--- config.mk ---
export PLATFORM = sky130hd
export DESIGN_NAME = i_decode_pipe_flat
export DESIGN_NICKNAME = d
export VERILOG_FILES = /design/src/rtl/i_decode_pipe_pkg.sv /design/src/rtl/i_decode_pipe_if.sv /design/src/rtl/i_decode_pipe_id_decode_comb.sv /design/src/rtl/i_decode_pipe.sv /design/src/flat_wrapper.sv
export SDC_FILE = /design/constraint.sdc
export NUM_CORES = 1
export LEC_CHECK = 0
export CAP_MARGIN = 15
export CORE_UTILIZATION = 48
export DETAILED_ROUTE_END_ITERATION = 8
export GPL_TIMING_DRIVEN = 0
export PLACE_DENSITY = 0.77
export SETUP_SLACK_MARGIN = 0.5
export SLEW_MARGIN = 20
export SYNTH_ARGS = -nofsm -noshare
export SYNTH_HDL_FRONTEND = slang
export SYNTH_SLANG_ARGS = --single-unit
--- constraint.sdc ---
create_clock -name clk -period 6.2 [get_ports clk]
set_input_delay 0.62 -clock clk [delete_from_list [all_inputs] [get_ports clk]]
set_output_delay 0.62 -clock clk [all_outputs]
set_load 0.05 [all_outputs]
--- src/rtl/i_decode_pipe_pkg.sv ---
// Shared constants and types for the decode stage.
//   Opcodes of the scalar RV32I groups and the vector VA/VL/VS groups, the VA funct3
//   sub-decodes, fixed instruction field widths, and the enums the decoder uses to
//   select operand register files and immediate layouts.
package i_decode_pipe_pkg;

  localparam int unsigned INST_W  = 32;
  localparam int unsigned OPT_W   = 7;
  localparam int unsigned FUNCT_W = 3;

  localparam logic [OPT_W-1:0] OPCODE_B     = 7'b1100011;
  localparam logic [OPT_W-1:0] OPCODE_L     = 7'b0000011;
  localparam logic [OPT_W-1:0] OPCODE_S     = 7'b0100011;
  localparam logic [OPT_W-1:0] OPCODE_I     = 7'b0010011;
  localparam logic [OPT_W-1:0] OPCODE_R     = 7'b0110011;
  localparam logic [OPT_W-1:0] OPCODE_LUI   = 7'b0110111;
  localparam logic [OPT_W-1:0] OPCODE_AUIPC = 7'b0010111;
  localparam logic [OPT_W-1:0] OPCODE_JAL   = 7'b1101111;
  localparam logic [OPT_W-1:0] OPCODE_JALR  = 7'b1100111;
  localparam logic [OPT_W-1:0] OPCODE_VA    = 7'b1010111;
  localparam logic [OPT_W-1:0] OPCODE_VL    = 7'b0000111;
  localparam logic [OPT_W-1:0] OPCODE_VS    = 7'b0100111;

  localparam logic [FUNCT_W-1:0] VA_F3_CFG = 3'b111;
  localparam logic [FUNCT_W-1:0] VA_F3_VV  = 3'b000;
  localparam logic [FUNCT_W-1:0] VA_F3_VX  = 3'b100;
  localparam logic [FUNCT_W-1:0] VA_F3_VI  = 3'b011;

  // Which register file an operand index points into; RegNone forces the index to 0.
  typedef enum logic [1:0] {RegNone, RegScalar, RegVector} reg_sel_e;

  typedef enum logic [2:0] {
    ImmNone, ImmI, ImmS, ImmB, ImmU, ImmJ, ImmVi, ImmVcfg
  } imm_fmt_e;

endpackage

--- src/rtl/i_decode_pipe_if.sv ---
// Bundle of the fetch-side and buffer-side signals of the decode stage.
//   master: the environment (fetch + i_buffer + flush source)
//   slave : the decode stage itself
//   Fetch side : flush, if_valid, inst, if_pc -> stage; if_vacant <- stage
//   Buffer side: ib_vacant -> stage; ib_valid, ib_opt, ib_funct, ib_rs1, ib_rs2, ib_rd,
//                ib_imm, ib_pc, ib_illegal <- stage
interface i_decode_pipe_if
  import i_decode_pipe_pkg::*;
#(
  parameter int unsigned XLEN  = 32,
  parameter int unsigned REG_W = 6
) ();

  logic               flush;
  logic               if_valid;
  logic [INST_W-1:0]  inst;
  logic [XLEN-1:0]    if_pc;
  logic               if_vacant;
  logic               ib_vacant;
  logic               ib_valid;
  logic [OPT_W-1:0]   ib_opt;
  logic [FUNCT_W-1:0] ib_funct;
  logic [REG_W-1:0]   ib_rs1;
  logic [REG_W-1:0]   ib_rs2;
  logic [REG_W-1:0]   ib_rd;
  logic [XLEN-1:0]    ib_imm;
  logic [XLEN-1:0]    ib_pc;
  logic               ib_illegal;

  modport master (
    output flush, if_valid, inst, if_pc, ib_vacant,
    input  if_vacant, ib_valid, ib_opt, ib_funct, ib_rs1, ib_rs2, ib_rd, ib_imm, ib_pc,
           ib_illegal
  );

  modport slave (
    input  flush, if_valid, inst, if_pc, ib_vacant,
    output if_vacant, ib_valid, ib_opt, ib_funct, ib_rs1, ib_rs2, ib_rd, ib_imm, ib_pc,
           ib_illegal
  );

endinterface

--- src/rtl/i_decode_pipe_id_decode_comb.sv ---
// id_decode_comb: purely combinational instruction decoder.
//   inst_i    : 32-bit instruction word
//   opt_o     : inst[6:0], always passed through
//   funct_o   : inst[14:12], always passed through
//   rs1_o/rs2_o/rd_o : register indices, MSB set for vector registers, 0 when unused
//   imm_o     : immediate sign/zero-extended to XLEN, 0 when unused
//   illegal_o : opcode or VA funct3 not decodable (indices and imm forced to 0)
module id_decode_comb
  import i_decode_pipe_pkg::*;
#(
  parameter int unsigned XLEN  = 32,
  parameter int unsigned REG_W = 6
) (
  input  logic [INST_W-1:0]  inst_i,
  output logic [OPT_W-1:0]   opt_o,
  output logic [FUNCT_W-1:0] funct_o,
  output logic [REG_W-1:0]   rs1_o,
  output logic [REG_W-1:0]   rs2_o,
  output logic [REG_W-1:0]   rd_o,
  output logic [XLEN-1:0]    imm_o,
  output logic               illegal_o
);

  reg_sel_e    rs1_sel, rs2_sel, rd_sel;
  imm_fmt_e    imm_fmt;
  logic        rs2_at_rd;  // VS stores take their vector source from the rd field
  logic [31:0] imm32;
  logic [4:0]  rs2_fld;

  function automatic logic [REG_W-1:0] sel_reg(reg_sel_e sel, logic [4:0] fld);
    logic [REG_W-1:0] r;
    r = '0;
    if (sel != RegNone) begin
      r = REG_W'(fld);
      if (sel == RegVector) r[REG_W-1] = 1'b1;
    end
    return r;
  endfunction

  assign opt_o   = inst_i[6:0];
  assign funct_o = inst_i[14:12];

  always_comb begin
    rs1_sel   = RegNone;
    rs2_sel   = RegNone;
    rd_sel    = RegNone;
    imm_fmt   = ImmNone;
    rs2_at_rd = 1'b0;
    illegal_o = 1'b0;
    case (opt_o)
      OPCODE_B: begin
        rs1_sel = RegScalar;
        rs2_sel = RegScalar;
        imm_fmt = ImmB;
      end
      OPCODE_L, OPCODE_I, OPCODE_JALR: begin
        rs1_sel = RegScalar;
        rd_sel  = RegScalar;
        imm_fmt = ImmI;
      end
      OPCODE_S: begin
        rs1_sel = RegScalar;
        rs2_sel = RegScalar;
        imm_fmt = ImmS;
      end
      OPCODE_R: begin
        rs1_sel = RegScalar;
        rs2_sel = RegScalar;
        rd_sel  = RegScalar;
      end
      OPCODE_LUI, OPCODE_AUIPC: begin
        rd_sel  = RegScalar;
        imm_fmt = ImmU;
      end
      OPCODE_JAL: begin
        rd_sel  = RegScalar;
        imm_fmt = ImmJ;
      end
      OPCODE_VA: begin
        case (funct_o)
          VA_F3_CFG: begin
            rs1_sel = RegScalar;
            rd_sel  = RegScalar;
            imm_fmt = ImmVcfg;
          end
          VA_F3_VV: begin
            rs1_sel = RegVector;
            rs2_sel = RegVector;
            rd_sel  = RegVector;
          end
          VA_F3_VX: begin
            rs1_sel = RegScalar;
            rs2_sel = RegVector;
            rd_sel  = RegVector;
          end
          VA_F3_VI: begin
            rs2_sel = RegVector;
            rd_sel  = RegVector;
            imm_fmt = ImmVi;
          end
          default: illegal_o = 1'b1;
        endcase
      end
      OPCODE_VL: begin
        rs1_sel = RegScalar;
        rd_sel  = RegVector;
      end
      OPCODE_VS: begin
        rs1_sel   = RegScalar;
        rs2_sel   = RegVector;
        rs2_at_rd = 1'b1;
      end
      default: illegal_o = 1'b1;
    endcase
  end

  always_comb begin
    imm32 = '0;
    case (imm_fmt)
      ImmI:    imm32 = {{20{inst_i[31]}}, inst_i[31:20]};
      ImmS:    imm32 = {{20{inst_i[31]}}, inst_i[31:25], inst_i[11:7]};
      ImmB:    imm32 = {{19{inst_i[31]}}, inst_i[31], inst_i[7], inst_i[30:25],
                        inst_i[11:8], 1'b0};
      ImmU:    imm32 = {inst_i[31:12], 12'b0};
      ImmJ:    imm32 = {{11{inst_i[31]}}, inst_i[31], inst_i[19:12], inst_i[20],
                        inst_i[30:21], 1'b0};
      ImmVi:   imm32 = {{27{inst_i[19]}}, inst_i[19:15]};
      ImmVcfg: imm32 = {21'b0, inst_i[30:20]};
      default: imm32 = '0;
    endcase
  end

  assign rs2_fld = rs2_at_rd ? inst_i[11:7] : inst_i[24:20];
  assign rs1_o   = sel_reg(rs1_sel, inst_i[19:15]);
  assign rs2_o   = sel_reg(rs2_sel, rs2_fld);
  assign rd_o    = sel_reg(rd_sel, inst_i[11:7]);
  assign imm_o   = XLEN'($signed(imm32));

endmodule

--- src/rtl/i_decode_pipe.sv ---
// i_decode_pipe: registered decode stage between i_fetch and i_buffer.
//   clk    : rising-edge clock
//   rst    : asynchronous active-high reset
//   bus_io : slave side of i_decode_pipe_if (fetch handshake in, decoded entry out)
// Each accepted word is decoded on the way in and written to a DEPTH-entry queue; the
// queue head drives ib_*. if_vacant is a flop so fetch never sees a combinational path
// from ib_vacant.
module i_decode_pipe
  import i_decode_pipe_pkg::*;
#(
  parameter int unsigned XLEN  = 32,
  parameter int unsigned REG_W = 6,
  parameter int unsigned DEPTH = 2
) (
  input  logic           clk,
  input  logic           rst,
  i_decode_pipe_if.slave bus_io
);

  localparam int unsigned PTR_W = $clog2(DEPTH);
  localparam int unsigned CNT_W = PTR_W + 1;

  typedef struct packed {
    logic [OPT_W-1:0]   opt;
    logic [FUNCT_W-1:0] funct;
    logic [REG_W-1:0]   rs1;
    logic [REG_W-1:0]   rs2;
    logic [REG_W-1:0]   rd;
    logic [XLEN-1:0]    imm;
    logic [XLEN-1:0]    pc;
    logic               illegal;
  } entry_t;

  entry_t             entry_in;
  entry_t             head;
  entry_t             mem_q [DEPTH];
  entry_t             mem_d [DEPTH];
  logic [PTR_W-1:0]   wr_ptr_q, wr_ptr_d;
  logic [PTR_W-1:0]   rd_ptr_q, rd_ptr_d;
  logic [CNT_W-1:0]   count_q, count_d;
  logic               if_vacant_q, if_vacant_d;
  logic               valid, push, pop;

  id_decode_comb #(
    .XLEN  (XLEN),
    .REG_W (REG_W)
  ) u_decode (
    .inst_i    (bus_io.inst),
    .opt_o     (entry_in.opt),
    .funct_o   (entry_in.funct),
    .rs1_o     (entry_in.rs1),
    .rs2_o     (entry_in.rs2),
    .rd_o      (entry_in.rd),
    .imm_o     (entry_in.imm),
    .illegal_o (entry_in.illegal)
  );
  assign entry_in.pc = bus_io.if_pc;

  assign valid = (count_q != '0);
  assign push  = bus_io.if_valid & if_vacant_q & ~bus_io.flush;
  assign pop   = valid & bus_io.ib_vacant & ~bus_io.flush;

  always_comb begin
    mem_d    = mem_q;
    wr_ptr_d = wr_ptr_q;
    rd_ptr_d = rd_ptr_q;
    count_d  = count_q;
    if (bus_io.flush) begin
      wr_ptr_d = '0;
      rd_ptr_d = '0;
      count_d  = '0;
    end else begin
      if (push) begin
        mem_d[wr_ptr_q] = entry_in;
        wr_ptr_d        = wr_ptr_q + 1'b1;  // power-of-two depth: natural wrap
      end
      if (pop) rd_ptr_d = rd_ptr_q + 1'b1;
      case ({push, pop})
        2'b10:   count_d = count_q + 1'b1;
        2'b01:   count_d = count_q - 1'b1;
        default: count_d = count_q;
      endcase
    end
    if_vacant_d = (count_d < CNT_W'(DEPTH));
  end

  always_ff @(posedge clk or posedge rst) begin
    if (rst) begin
      for (int i = 0; i < DEPTH; i++) mem_q[i] <= '0;
      wr_ptr_q    <= '0;
      rd_ptr_q    <= '0;
      count_q     <= '0;
      if_vacant_q <= 1'b1;
    end else begin
      mem_q       <= mem_d;
      wr_ptr_q    <= wr_ptr_d;
      rd_ptr_q    <= rd_ptr_d;
      count_q     <= count_d;
      if_vacant_q <= if_vacant_d;
    end
  end

  // Zero the fields whenever the queue is empty so stale entries never show.
  assign head = valid ? mem_q[rd_ptr_q] : '0;

  assign bus_io.if_vacant  = if_vacant_q;
  assign bus_io.ib_valid   = valid;
  assign bus_io.ib_opt     = head.opt;
  assign bus_io.ib_funct   = head.funct;
  assign bus_io.ib_rs1     = head.rs1;
  assign bus_io.ib_rs2     = head.rs2;
  assign bus_io.ib_rd      = head.rd;
  assign bus_io.ib_imm     = head.imm;
  assign bus_io.ib_pc      = head.pc;
  assign bus_io.ib_illegal = head.illegal;

endmodule

--- src/flat_wrapper.sv ---
// flat-port wrapper written by rule: the top's interface ports become plain ports
module i_decode_pipe_flat import i_decode_pipe_pkg::*;
#(
  parameter int unsigned XLEN  = 32,
  parameter int unsigned REG_W = 6,
  parameter int unsigned DEPTH = 2
)
  (clk, rst, bus_io_flush, bus_io_if_valid, bus_io_inst, bus_io_if_pc, bus_io_ib_vacant, bus_io_if_vacant, bus_io_ib_valid, bus_io_ib_opt, bus_io_ib_funct, bus_io_ib_rs1, bus_io_ib_rs2, bus_io_ib_rd, bus_io_ib_imm, bus_io_ib_pc, bus_io_ib_illegal);
  i_decode_pipe_if #(.XLEN(XLEN), .REG_W(REG_W)) bus_io_i ();
  input  logic clk;
  input  logic rst;
  input wire logic [$bits(bus_io_i.flush)-1:0] bus_io_flush;
  input wire logic [$bits(bus_io_i.if_valid)-1:0] bus_io_if_valid;
  input wire logic [$bits(bus_io_i.inst)-1:0] bus_io_inst;
  input wire logic [$bits(bus_io_i.if_pc)-1:0] bus_io_if_pc;
  input wire logic [$bits(bus_io_i.ib_vacant)-1:0] bus_io_ib_vacant;
  output wire logic [$bits(bus_io_i.if_vacant)-1:0] bus_io_if_vacant;
  output wire logic [$bits(bus_io_i.ib_valid)-1:0] bus_io_ib_valid;
  output wire logic [$bits(bus_io_i.ib_opt)-1:0] bus_io_ib_opt;
  output wire logic [$bits(bus_io_i.ib_funct)-1:0] bus_io_ib_funct;
  output wire logic [$bits(bus_io_i.ib_rs1)-1:0] bus_io_ib_rs1;
  output wire logic [$bits(bus_io_i.ib_rs2)-1:0] bus_io_ib_rs2;
  output wire logic [$bits(bus_io_i.ib_rd)-1:0] bus_io_ib_rd;
  output wire logic [$bits(bus_io_i.ib_imm)-1:0] bus_io_ib_imm;
  output wire logic [$bits(bus_io_i.ib_pc)-1:0] bus_io_ib_pc;
  output wire logic [$bits(bus_io_i.ib_illegal)-1:0] bus_io_ib_illegal;
  assign bus_io_i.flush = bus_io_flush;
  assign bus_io_i.if_valid = bus_io_if_valid;
  assign bus_io_i.inst = bus_io_inst;
  assign bus_io_i.if_pc = bus_io_if_pc;
  assign bus_io_i.ib_vacant = bus_io_ib_vacant;
  assign bus_io_if_vacant = bus_io_i.if_vacant;
  assign bus_io_ib_valid = bus_io_i.ib_valid;
  assign bus_io_ib_opt = bus_io_i.ib_opt;
  assign bus_io_ib_funct = bus_io_i.ib_funct;
  assign bus_io_ib_rs1 = bus_io_i.ib_rs1;
  assign bus_io_ib_rs2 = bus_io_i.ib_rs2;
  assign bus_io_ib_rd = bus_io_i.ib_rd;
  assign bus_io_ib_imm = bus_io_i.ib_imm;
  assign bus_io_ib_pc = bus_io_i.ib_pc;
  assign bus_io_ib_illegal = bus_io_i.ib_illegal;
  i_decode_pipe #(.XLEN(XLEN), .REG_W(REG_W), .DEPTH(DEPTH)) u_core (.clk(clk), .rst(rst), .bus_io(bus_io_i));
endmodule
**Word-level counts from Yosys, hierarchy flattened**

Cells that the tools add are included.

- Bits in read-only memories: 0
- RAM bits: 0
- Memories: 0
- Bits in latches: 0
- Word-level logic and storage cells: 112
- Flip-flop bits (word level): 191

- Mux-type cells: 32
- Reductions and logical operators: 18
- Add/sub/neg operators: 4
- Magnitude comparators: 4
- Shift-type cells: 0
- Equal/unequal tests: 27
- Div/mod/pow operators: 0
- Bitwise operators: 7
- $mul: 0

Operators with widths:

| kind | number |
|---|---|
| $mux W93 | 5 |
| $pmux W32 S7 | 1 |
| $bwmux W186 | 1 |
| $demux W93 S1 | 1 |
| $eq A7 B6 Y1 const B | 4 |
| $eq A7 B7 Y1 const B | 4 |
| $eq A3 B3 Y1 const B | 6 |
| $mux W6 | 3 |
| $pmux W3 S6 | 1 |
| $pmux W2 S2 | 4 |
| $eq A7 B5 Y1 const B | 2 |
| $pmux W2 S3 | 2 |
| $reduce_bool A2 Y1 | 6 |
| $reduce_or A11 Y1 | 1 |
| $eq A3 B2 Y1 const B | 3 |
| $mux W1 | 9 |
| $reduce_or A3 Y1 | 3 |
| $eq A2 B2 Y1 const B | 4 |
| $reduce_or A8 Y1 | 1 |
| $eq A7 B2 Y1 const B | 1 |
| $eq A7 B3 Y1 const B | 1 |
| $reduce_or A7 Y1 | 1 |
| $pmux W3 S2 | 1 |
| $mux W5 | 1 |
| 18 further kinds | 26 |

**Depth between registers and ports, before layout**

- Depth in word-level cells: 8
- Mapped depth: 10
- Mapped depth without buffers: 10

**By module**

From an unflattened synthesis, not the netlist that was laid out.

- Cell total of the unflattened synthesis: 807
- Area total of the unflattened synthesis: 10332.4 um2

Modules (own cells, without submodules):

| module | area an instance (um2) | cells an instance | sequential area each (um2) | instances |
|---|---|---|---|---|
| i_decode_pipe | 9228.9 | 631 | 4780.8 | 1 |
| id_decode_comb | 1103.6 | 176 | 0.0 | 1 |

**Worst setup path before layout**

No wires, ideal clock.

- Kind: reg2out
- Start point: reg u_core.rd_ptr_q
- End point: out bus_io_ib_funct[0]
- Required time: 5.580 ns
- Arrival: 1.914 ns
- Slack: 3.666 ns
- Stages on the path, launching flop included: 6
- Cells stage by stage: dfrtp_1 -> clkbuf_1 -> buf_2 -> buf_1 -> mux2i_1 -> nor2_1

- Longest elaborated chain between the ends: 5

Ends and longest elaborated chain:

| item | line | RTL |
|---|---|---|
| start: declaration | i_decode_pipe.sv:39 | `logic [PTR_W-1:0] rd_ptr_q, rd_ptr_d;` |
| start signal: assignment | i_decode_pipe.sv:97 | `rd_ptr_q <= rd_ptr_d;` |
| $not A1 Y2 (not written as such) | i_decode_pipe.sv:104 | `assign head = valid ? mem_q[rd_ptr_q] : '0;` |
| $mux W93 (not written as such) (3 in a row) | i_decode_pipe.sv:104 |  |
| $mux W93 | i_decode_pipe.sv:104 |  |
| end: declaration | flat_wrapper.sv:20 | `output wire logic [$bits(bus_io_i.ib_funct)-1:0] bus_io_ib_funct;` |

Every way passes these cells. The select of a mux whose other input is x is not followed.

**Worst setup path in the final report**

- Start point: reg u_core.count_q[0]
- End point: out bus_io_ib_pc[30]

- Longest elaborated chain between the ends: 2

Ends and longest elaborated chain:

| item | line | RTL |
|---|---|---|
| start: declaration | i_decode_pipe.sv:40 | `logic [CNT_W-1:0] count_q, count_d;` |
| start signal: assignment | i_decode_pipe.sv:98 | `count_q <= count_d;` |
| $reduce_bool A2 Y1 | i_decode_pipe.sv:59 | `assign valid = (count_q != '0);` |
| $mux W93 | i_decode_pipe.sv:104 |  |
| end: declaration | flat_wrapper.sv:25 | `output wire logic [$bits(bus_io_i.ib_pc)-1:0] bus_io_ib_pc;` |

Every way passes these cells.

==> results.toml <==
[clock_tree]
cts_resized = 0
h-tree-depth = 4
cts_tree = "yes"
clock_latency_ns = 0.44
postCtsSetupBuffers = 0
postCtsHoldBufs = 0
cts_sinks = 191
cts_max_path_buffers = 2
clockRootBuffer = "clkbuf_16"
clkTransAtPathRegs_ns = 0.07
cts_buffers = 17

[job]
drv_cap = 0

[worst_setup_path]
critPathArrivalTime_ns = 3.37
cp.required_ns = 5.58
worstSetupPathType = "reg2out"
ff2ff_setup_slack_ns = 3.63
cp_max_fo = 10
critPathLaunchType = "flop"
endpoint_kind = "output port"

[logic_synthesis]
yosysMostFrequentCell = "nand2_1"
synth-seq-cells = 191
yosysTopAreaCellShare_pct = 51.3
synth.distinct_cells = 49
synth_area_um2 = 9280
synth_edf_count = 0
syn-instance-count = 1067
async_flop_share_pct = 100
syn_avg_cell_area_um2 = 8.69
synth_ff_type = "dfrtp_1"
syn_nets = 1138
synth.yosys.seq_area_share_pct = 51.5
synth_common_cells = "343 x nand2_1, 190 x dfrtp_1, 162 x nor2_1"
yosys_warnings = 0
synth_area_leaders = "dfrtp_1 51%, nand2_1 14%, mux2i_1 11%"
synth_top_area_cell = "dfrtp_1"

[global_route]
antenna_found_initial = 1
grt-ovfl-total = 0
grt_pass1_vias = 8234
grt_max_degree = 35
grt_pass1_wl_mm = 43.7
grtUsageTotal_pct = 28.7

[sta]
slew_violations = 0
tightest_slew_ns = 0.894
maxSlewHeadroom_pct = 40.4
setup_ws_ns = 2.21
fmax_ghz = 0.251
finalSetupTns_ns = 0
fin_crit_sh_pct = 64.3
period_needed_ns = 3.99
finalHoldViolCount = 0
grt_setup_unrepaired = "false"
fin_hold_ws_ns = 0.474
skew_ns = 0.0120
setup_viol = 0

[placed_design]
gp_congestion = 0.945
io_buffers = 162
hpwl_mm = 19.7
dp_slack_ns = 2.77

[route]
dr.pass1.iters = 5
drtIter0Drc = 849
vias = 8465
avgViaCountPerCell = 5.54
drc_errors = 0
routed_wl_mm = 27.3
wire_per_inst_um = 17.9
drtAntennaViolNets = 0

[layout]
syn2layout_area_growth_pct = 29.0
n_antenna_cell = 0
n_fill_cell = 1572
nets = 1325
drive_gt1_share_pct = 4.74
register_area_um2 = 4780
multiInputGateArea_um2 = 4150

[power]
p_leak_uw = 0.00504
peakVddDrop_v = 0.000219
p_total_uw = 3400
power_density_nw_per_um2 = 284

[floorplan]
dieArea_um2 = 19900
core_area_um2 = 18800
start_util_pct = 49.3
ios = 164
chipHeight_um = 141
fp.dieW_um = 141
rows = 50

[run_status]
status = "finished, final reports clean"

[hold_path]
hold_class = "reg2reg"
==> state kept, by name (all words and copies together), names as in the netlist <==
name / cells
u_core.wr_ptr_q: 1
u_core.mem_q: 186
u_core.bus_io.if_vacant: 1
u_core.rd_ptr_q: 1
u_core.count_q: 2
==> through the flow <==
step / cell area, um^2 / util [%] / cells
finish: 12000 / 63.5 / 1527
global route: 12000 / 63.5 / 1527
CTS: 12000 / 63.5 / 1527
detailed placement: 11300 / 60.3 / 1495
global placement: 11200 / 59.6 / 1489
floorplan: 9280 / - / 1067
==> logic make-up after synthesis <==
group	count (synthesis)	share of synthesized area [%]
simple gates	545	23.5
flops	191	51.5
compound gates	140	10.1
mux	98	10.6
buf+inv	87	3.70
xor+xnor	4	0.378
fa+ha+maj	2	0.270
==> critical path, cell delays in order, from the launching register on <==
cell	delay [ns]
dfrtp_1	0.42
nor2_1	0.30
clkbuf_1	0.72
clkbuf_1	0.59
nor2_1	0.16
clkdlybuf4s50_1	0.74
==> final cells by class <==
cell class | count | share of cell area [%]
clock buffer | 21 | 4.02
sequential | 191 | 40.0
timing repair buffer | 168 | 14.6
buffer | 78 | 2.58
multi-input combinational | 789 | 34.7
tap | 260 | 2.72
clock inverter | 11 | 1.16
inverter | 9 | 0.314
==> final timing paths <==
kind,from,to,depth (start not counted)
hold / removal,u_core.mem_q[19],u_core.mem_q[19],2
setup reg to reg,u_core.bus_io.if_vacant,u_core.mem_q[147],5
min in group asynchronous,rst,u_core.mem_q[95],2
setup / recovery,u_core.count_q[0],bus_io_ib_pc[30],5
max in group asynchronous,rst,u_core.mem_q[156],5
hold reg to reg,u_core.mem_q[19],u_core.mem_q[19],2
==> power breakdown <==
part	internal [uW]	total (uW)	switching [uW]
Clock	649	1160	507
Combinational	255	632	377
Sequential	1480	1610	127
==> cells in the final DEF (no fill, tap or decap), drive strengths merged, types with 2 or more instances in the layout <==
cell	n
buf	32
a211oi	14
clkinvlp	3
o311a	2
ha	2
o31ai	10
clkbuf	73
and4b	2
nor2	162
xor2	2
and2	3
a31oi	17
nand3b	4
o21a	2
nor3	6
nor2b	3
clkdlybuf4s50	162
o21ai	52
bufinv	2
mux2i	98
dfrtp	190
or3	5
a41oi	22
nand3	4
inv	15
nor3b	2
nand4b	4
a222oi	3
or2	3
nand2	343
o41ai	2
xnor2	2
a21oi	9
==> layer usage <==
metal / wire, um / vias up / part of all wire, % / track usage [%]
li1: - / 3913 / - / -
met1: 11900 / 4086 / 44 / 40.2
met2: 12500 / 414 / 46 / 43.8
met3: 2180 / 52 / 8.0 / 5.50
met4: 784 / 0 / 2.9 / 11.9
met5: 0 / - / 0 / 0
Note: power is estimated with default switching activity, not from simulation.
